==> config.mk <==
export PLATFORM = sky130hd
export DESIGN_NAME = hazard_scoreboard_unit
export DESIGN_NICKNAME = d
export VERILOG_FILES = /design/src/rtl/hazard_scoreboard_unit.sv
export SDC_FILE = /design/constraint.sdc
export NUM_CORES = 1
export LEC_CHECK = 0
export CORE_AREA = 2 2 116 118
export DETAILED_ROUTE_END_ITERATION = 8
export DIE_AREA = 0 0 118 120
export GPL_TIMING_DRIVEN = 1
export PLACE_DENSITY_LB_ADDON = 0.05
export SYNTH_ARGS = -nofsm -noshare
export SYNTH_HDL_FRONTEND = slang
export SYNTH_SLANG_ARGS = --single-unit
export TNS_END_PERCENT = 10
==> constraint.sdc <==
create_clock -name i_clock -period 3.25 [get_ports i_clock]
set_input_delay 0.4875 -clock i_clock [delete_from_list [all_inputs] [get_ports i_clock]]
set_output_delay 0.4875 -clock i_clock [all_outputs]
set_load 0.02 [all_outputs]
==> src/rtl/hazard_scoreboard_unit.sv <==
// rtl/hazard_scoreboard_unit.sv - per-register load countdown scoreboard with flush, halt and stall counter
module hazard_scoreboard_unit #(
    parameter int NB_ADDR      = 5,
    parameter int N_REGS       = 2**NB_ADDR,
    parameter int LOAD_LATENCY = 1,
    parameter int NB_CNT       = 3,
    parameter int NB_PERF      = 16
) (
    input  logic               i_clock,
    input  logic               i_reset,
    input  logic               i_id_valid,
    input  logic [NB_ADDR-1:0] i_id_rs,
    input  logic [NB_ADDR-1:0] i_id_rt,
    input  logic               i_id_uses_rs,
    input  logic               i_id_uses_rt,
    input  logic               i_id_is_load,
    input  logic [NB_ADDR-1:0] i_id_rd,
    input  logic               i_id_halt,
    input  logic               i_branch_taken,
    output logic               o_stall,
    output logic               o_pc_write,
    output logic               o_if_id_write,
    output logic               o_id_ex_bubble,
    output logic               o_flush,
    output logic               o_halted,
    output logic [NB_PERF-1:0] o_stall_cycles
);

    localparam logic [NB_CNT-1:0] LAT = NB_CNT'(LOAD_LATENCY);

    logic [NB_CNT-1:0]  cnt [N_REGS];
    logic               halted;
    logic [NB_PERF-1:0] stall_cycles;

    logic hazard_rs;
    logic hazard_rt;
    logic stall;
    logic load_issue;
    logic halt_set;

    // r0 is hardwired zero, so a pending "load" to it can never be a real dependency
    always_comb begin
        hazard_rs  = (i_id_rs != '0) && (cnt[i_id_rs] != '0);
        hazard_rt  = (i_id_rt != '0) && (cnt[i_id_rt] != '0);
        stall      = i_id_valid & ~i_branch_taken &
                     ((i_id_uses_rs & hazard_rs) | (i_id_uses_rt & hazard_rt));
        load_issue = i_id_valid & i_id_is_load & ~stall & ~i_branch_taken &
                     ~halted & (i_id_rd != '0);
        halt_set   = i_id_valid & i_id_halt & ~stall & ~i_branch_taken;
    end

    // A fresh issue reloads the counter; everything else drains toward zero
    always_ff @(posedge i_clock or negedge i_reset) begin
        if (!i_reset) begin
            for (int i = 0; i < N_REGS; i++) begin
                cnt[i] <= '0;
            end
        end else begin
            for (int i = 0; i < N_REGS; i++) begin
                if (load_issue && (i_id_rd == NB_ADDR'(i))) begin
                    cnt[i] <= LAT;
                end else if (cnt[i] != '0) begin
                    cnt[i] <= cnt[i] - 1'b1;
                end
            end
        end
    end

    always_ff @(posedge i_clock or negedge i_reset) begin
        if (!i_reset) begin
            halted       <= 1'b0;
            stall_cycles <= '0;
        end else begin
            if (halt_set) begin
                halted <= 1'b1;
            end
            if (stall && (stall_cycles != '1)) begin
                stall_cycles <= stall_cycles + 1'b1;
            end
        end
    end

    assign o_stall        = stall;
    assign o_flush        = i_branch_taken;
    assign o_pc_write     = ~stall & ~halted;
    assign o_if_id_write  = ~stall & ~halted;
    assign o_id_ex_bubble = stall | halted;
    assign o_halted       = halted;
    assign o_stall_cycles = stall_cycles;

endmodule

==> metrics <==
TritonRoute pass-1 iters=5; core area=0.01298 mm²; LEAKAGE=4.057 nW; grt met3 use=a little over 5%; hold_buf cts=0; Int Power=5.418 mW; grt met2 use=approximately 45%; Post-Syn Nets=881; first-pass GRT wire length=between 30 and 40 mm; final core utilization=69.00%; switch share=between 30% and 40%; compound-gate portion of the synthesized area=14.21%; number of synthesis warnings=0; Post-Syn Area=approximately 0.0073 mm²; maximum VDD drop=569.0 µV; largest net degree at the start of global routing=64; Site Rows=42; n_diodes=0; Yosys reg bits=roughly 110; Psw=3.395 mW; startpoint types=input port; DP HPWL=about 13 mm; H-tree depth=4; PwrDens=984.0 mW/mm²; actual slew at the worst max-slew pin=roughly 0.68 ns; Placer Congestion=0.8746; worst hold path class=input port to async pin; required time worst endpoint=roughly 2.8 ns; final-report setup violation count=0; cells on worst reg2reg path=11; largest family of logic cells by synthesized area=simple AND/OR/NAND/NOR gates; min cycle time layout=about 3.2 ns; part of the cycle the worst path needs=98.04%; Syn Area/Cell=9.181 µm²; worst clock skew=between 0.01 and 0.015 ns; ys flop type=dfrtp_1; async set-reset flop share out of synthesis=100.0%; WL/cell=roughly 17 µm; Via density=5.749; Final Hold Vio Count=0; Area Growth Syn to Fin=23.01%; Multi-input gate area=0.004039 mm²; met1 GRT Util=roughly 34%; register area share after synthesis=38.84%; logic gate share of total power=44.4%; vias in the first global route=6,305; DRT iter0 DRCs=about 310; RSZ-0062 raised after global routing=true; Detail Route Antenna Nets=0; Seq pwr share=a little under a third; clock power share=23.9%; gr busiest metal=met2; Placed Area=~0.008 mm²; post-synthesis adder-cell area fraction=11.17%; antenna violations before repair=0; status=complete, no violations; mux contribution to synthesized area=3.403%; CP max FO=5; clk sink count=113; sequential cell area=0.002828 mm²; total CTS buffers=17; I/O pin cnt=45; Nets=964; grt ovf=0; CP Capture Type=primary output; Arrival @ worst endpoint=2.70 ns; Post-synth EDFFs=0; Fill cells=~1,000; Max-cap violations=0; Synth Instances=793; DIE HEIGHT=around 120 µm; TritonCTS clock tree=built; total track usage=26.60%; Crit Path Category=input port to primary output; Initial Utilization=a little under three fifths; slew margin rel.=54.57%; clock-pin slew on the worst setup and hold paths=0.05 ns; drt drc=0; Post-Synth Simple-Gate Area=around a fifth; PortBufs=44; final WL=17.77 mm; via count=6,123; count of cell types in the netlist=between 50 and 60; XOR/XNOR Fraction of Synth Area=between 5 and 6%; clock buffer depth=2; chip width=118 µm; cell area after layout=0.008956 mm²; Die ar.=0.01416 mm²; Skew-Pair Late Insertion Delay=0.42 ns; Final Max Tran Viols=0; layout cells sized above 1=14.51%; Clk Tree Root Cell=clkbuf_16; Fmax=0.3139 GHz
[cells by family after synthesis]
logic type                 count (synthesis)
adders and majority gates                 65
buffers and inverters                    120
AOI/OAI and AO/OA                        156
muxes                                     22
xor gates and xnor gates                  46
and+or+nand+nor                          271
DFF                                      113
[power groups by stage]
stage | sequential, mW | combinational [mW] | clock (mW)
after global placement | 2.72 | 3.55 | 0
final | 2.79 | 3.91 | 2.11
after global routing | 2.89 | 4.47 | 2.20
after CTS | 2.75 | 3.91 | 2.13
after floorplan | 2.62 | 2.93 | 0
after detailed placement | 2.76 | 3.84 | 0
[cells in the mapped netlist, types with 6 or more instances]
cell type	n	area [µm²]
mux2i_1	18	180.2
a31oi_1	41	256.5
nor2_1	96	360.4
nor3_2	6	60.06
nor3_1	40	200.2
a21oi_1	54	270.3
nand2_1	19	71.32
clkbuf_1	13	48.80
inv_1	86	322.8
and3_1	10	62.56
nor4_1	20	125.1
a211oi_1	9	67.56
xor2_1	6	52.55
nand2b_1	18	112.6
a31o_1	10	87.58
buf_6	6	67.56
buf_2	9	45.04
nor2b_1	20	125.1
ha_1	65	813.3
o21ai_0	10	50.05
xnor2_1	40	350.3
dfrtp_1	113	2828
nand3_1	15	75.07
[worst max-delay path: stages]
cell             delay, ns
clkdlybuf4s50_1       0.44
buf_4                 0.18
nor4_4                0.12
a211o_1               0.13
nand4b_1              0.10
or4_1                 0.54
o211ai_2              0.12
nand2_4               0.10
a21oi_4               0.16
inv_1                 0.05
clkdlybuf4s15_2       0.24
[flip-flops by register name (all words and copies together), names as in the netlist]
name and flops:
cnt 96, o_halted 1, o_stall_cycles 16
[final cells by class]
| cell class | instances | share of cell area, % |
|---|---|---|
| clock buffers | 21 | 5.029 |
| clock inverters | 11 | 2.333 |
| flip-flops and latches | 113 | 31.57 |
| multi-input cells | 560 | 45.10 |
| well taps | 176 | 2.459 |
| inverters | 86 | 3.604 |
| repair buffers | 98 | 9.905 |
[cell usage in the layout, fill, tap and decap left out, types with 4 or more instances in the layout]
cell | Yosys | final
bufinv_16 | 0 | 6
buf_4 | 5 | 49
a31o_2 | 5 | 5
nand4_1 | 5 | 5
nand2b_1 | 18 | 18
nor4_1 | 20 | 16
nor3_1 | 40 | 40
ha_1 | 65 | 65
xnor2_1 | 40 | 40
xor2_1 | 6 | 6
clkdlybuf4s50_1 | 0 | 36
buf_12 | 0 | 4
mux2i_1 | 18 | 18
nor4b_2 | 1 | 4
dfrtp_1 | 113 | 113
clkbuf_16 | 0 | 17
o21ai_0 | 10 | 10
nor2_1 | 96 | 96
nand3_1 | 15 | 15
a211oi_1 | 9 | 9
nand2_1 | 19 | 19
clkinv_2 | 0 | 4
a31o_1 | 10 | 10
inv_1 | 86 | 86
nor3_2 | 6 | 6
a21oi_1 | 54 | 51
nor2b_1 | 20 | 20
and3_1 | 10 | 10
a31oi_1 | 41 | 41
[worst paths after layout]
path                                     from                  to  slack, ns
setup / recovery                   i_id_rt[1]      o_id_ex_bubble       0.06
hold / removal                        i_reset             cnt[24]        0.1
setup reg to reg                       cnt[2]             cnt[78]       0.50
hold reg to reg            o_stall_cycles[10]  o_stall_cycles[10]       0.49
max in group asynchronous             i_reset             cnt[81]       2.38
min in group i_clock       o_stall_cycles[10]  o_stall_cycles[10]       0.49
[what timing repair did]
item | in CTS | in global routing
hold endpoints to repair | 0 | 0
setup buffers | 0 | 1
setup endpoints to repair | 4 | 4
resized for setup | 19 | 21
pin swaps | 3 | 7
[layer usage]
layer	routed length, µm	vias up
met4	386	0
met3	816	33
met5	0	-
met2	8607	153
li1	-	2958
met1	7954	2979
[per-stage QoR]
stage	total power, mW	std cells	hold slack (ns)	TNS, ns	worst slack (ns)
2_1_floorplan	5.550	793	0.1919	0	0.1069
3_3_place_gp	6.269	1032	0.4786	-4.415	-0.5277
3_5_place_dp	6.601	1032	0.4864	-7.795	-0.5989
4_1_cts	8.792	1064	0.1318	-0.03881	-0.03457
5_1_grt	9.566	1065	0.1598	-0.04940	-0.04868
6_report	8.813	1065	0.09901	0	0.06378
Note: power is estimated with default switching activity, not from simulation.
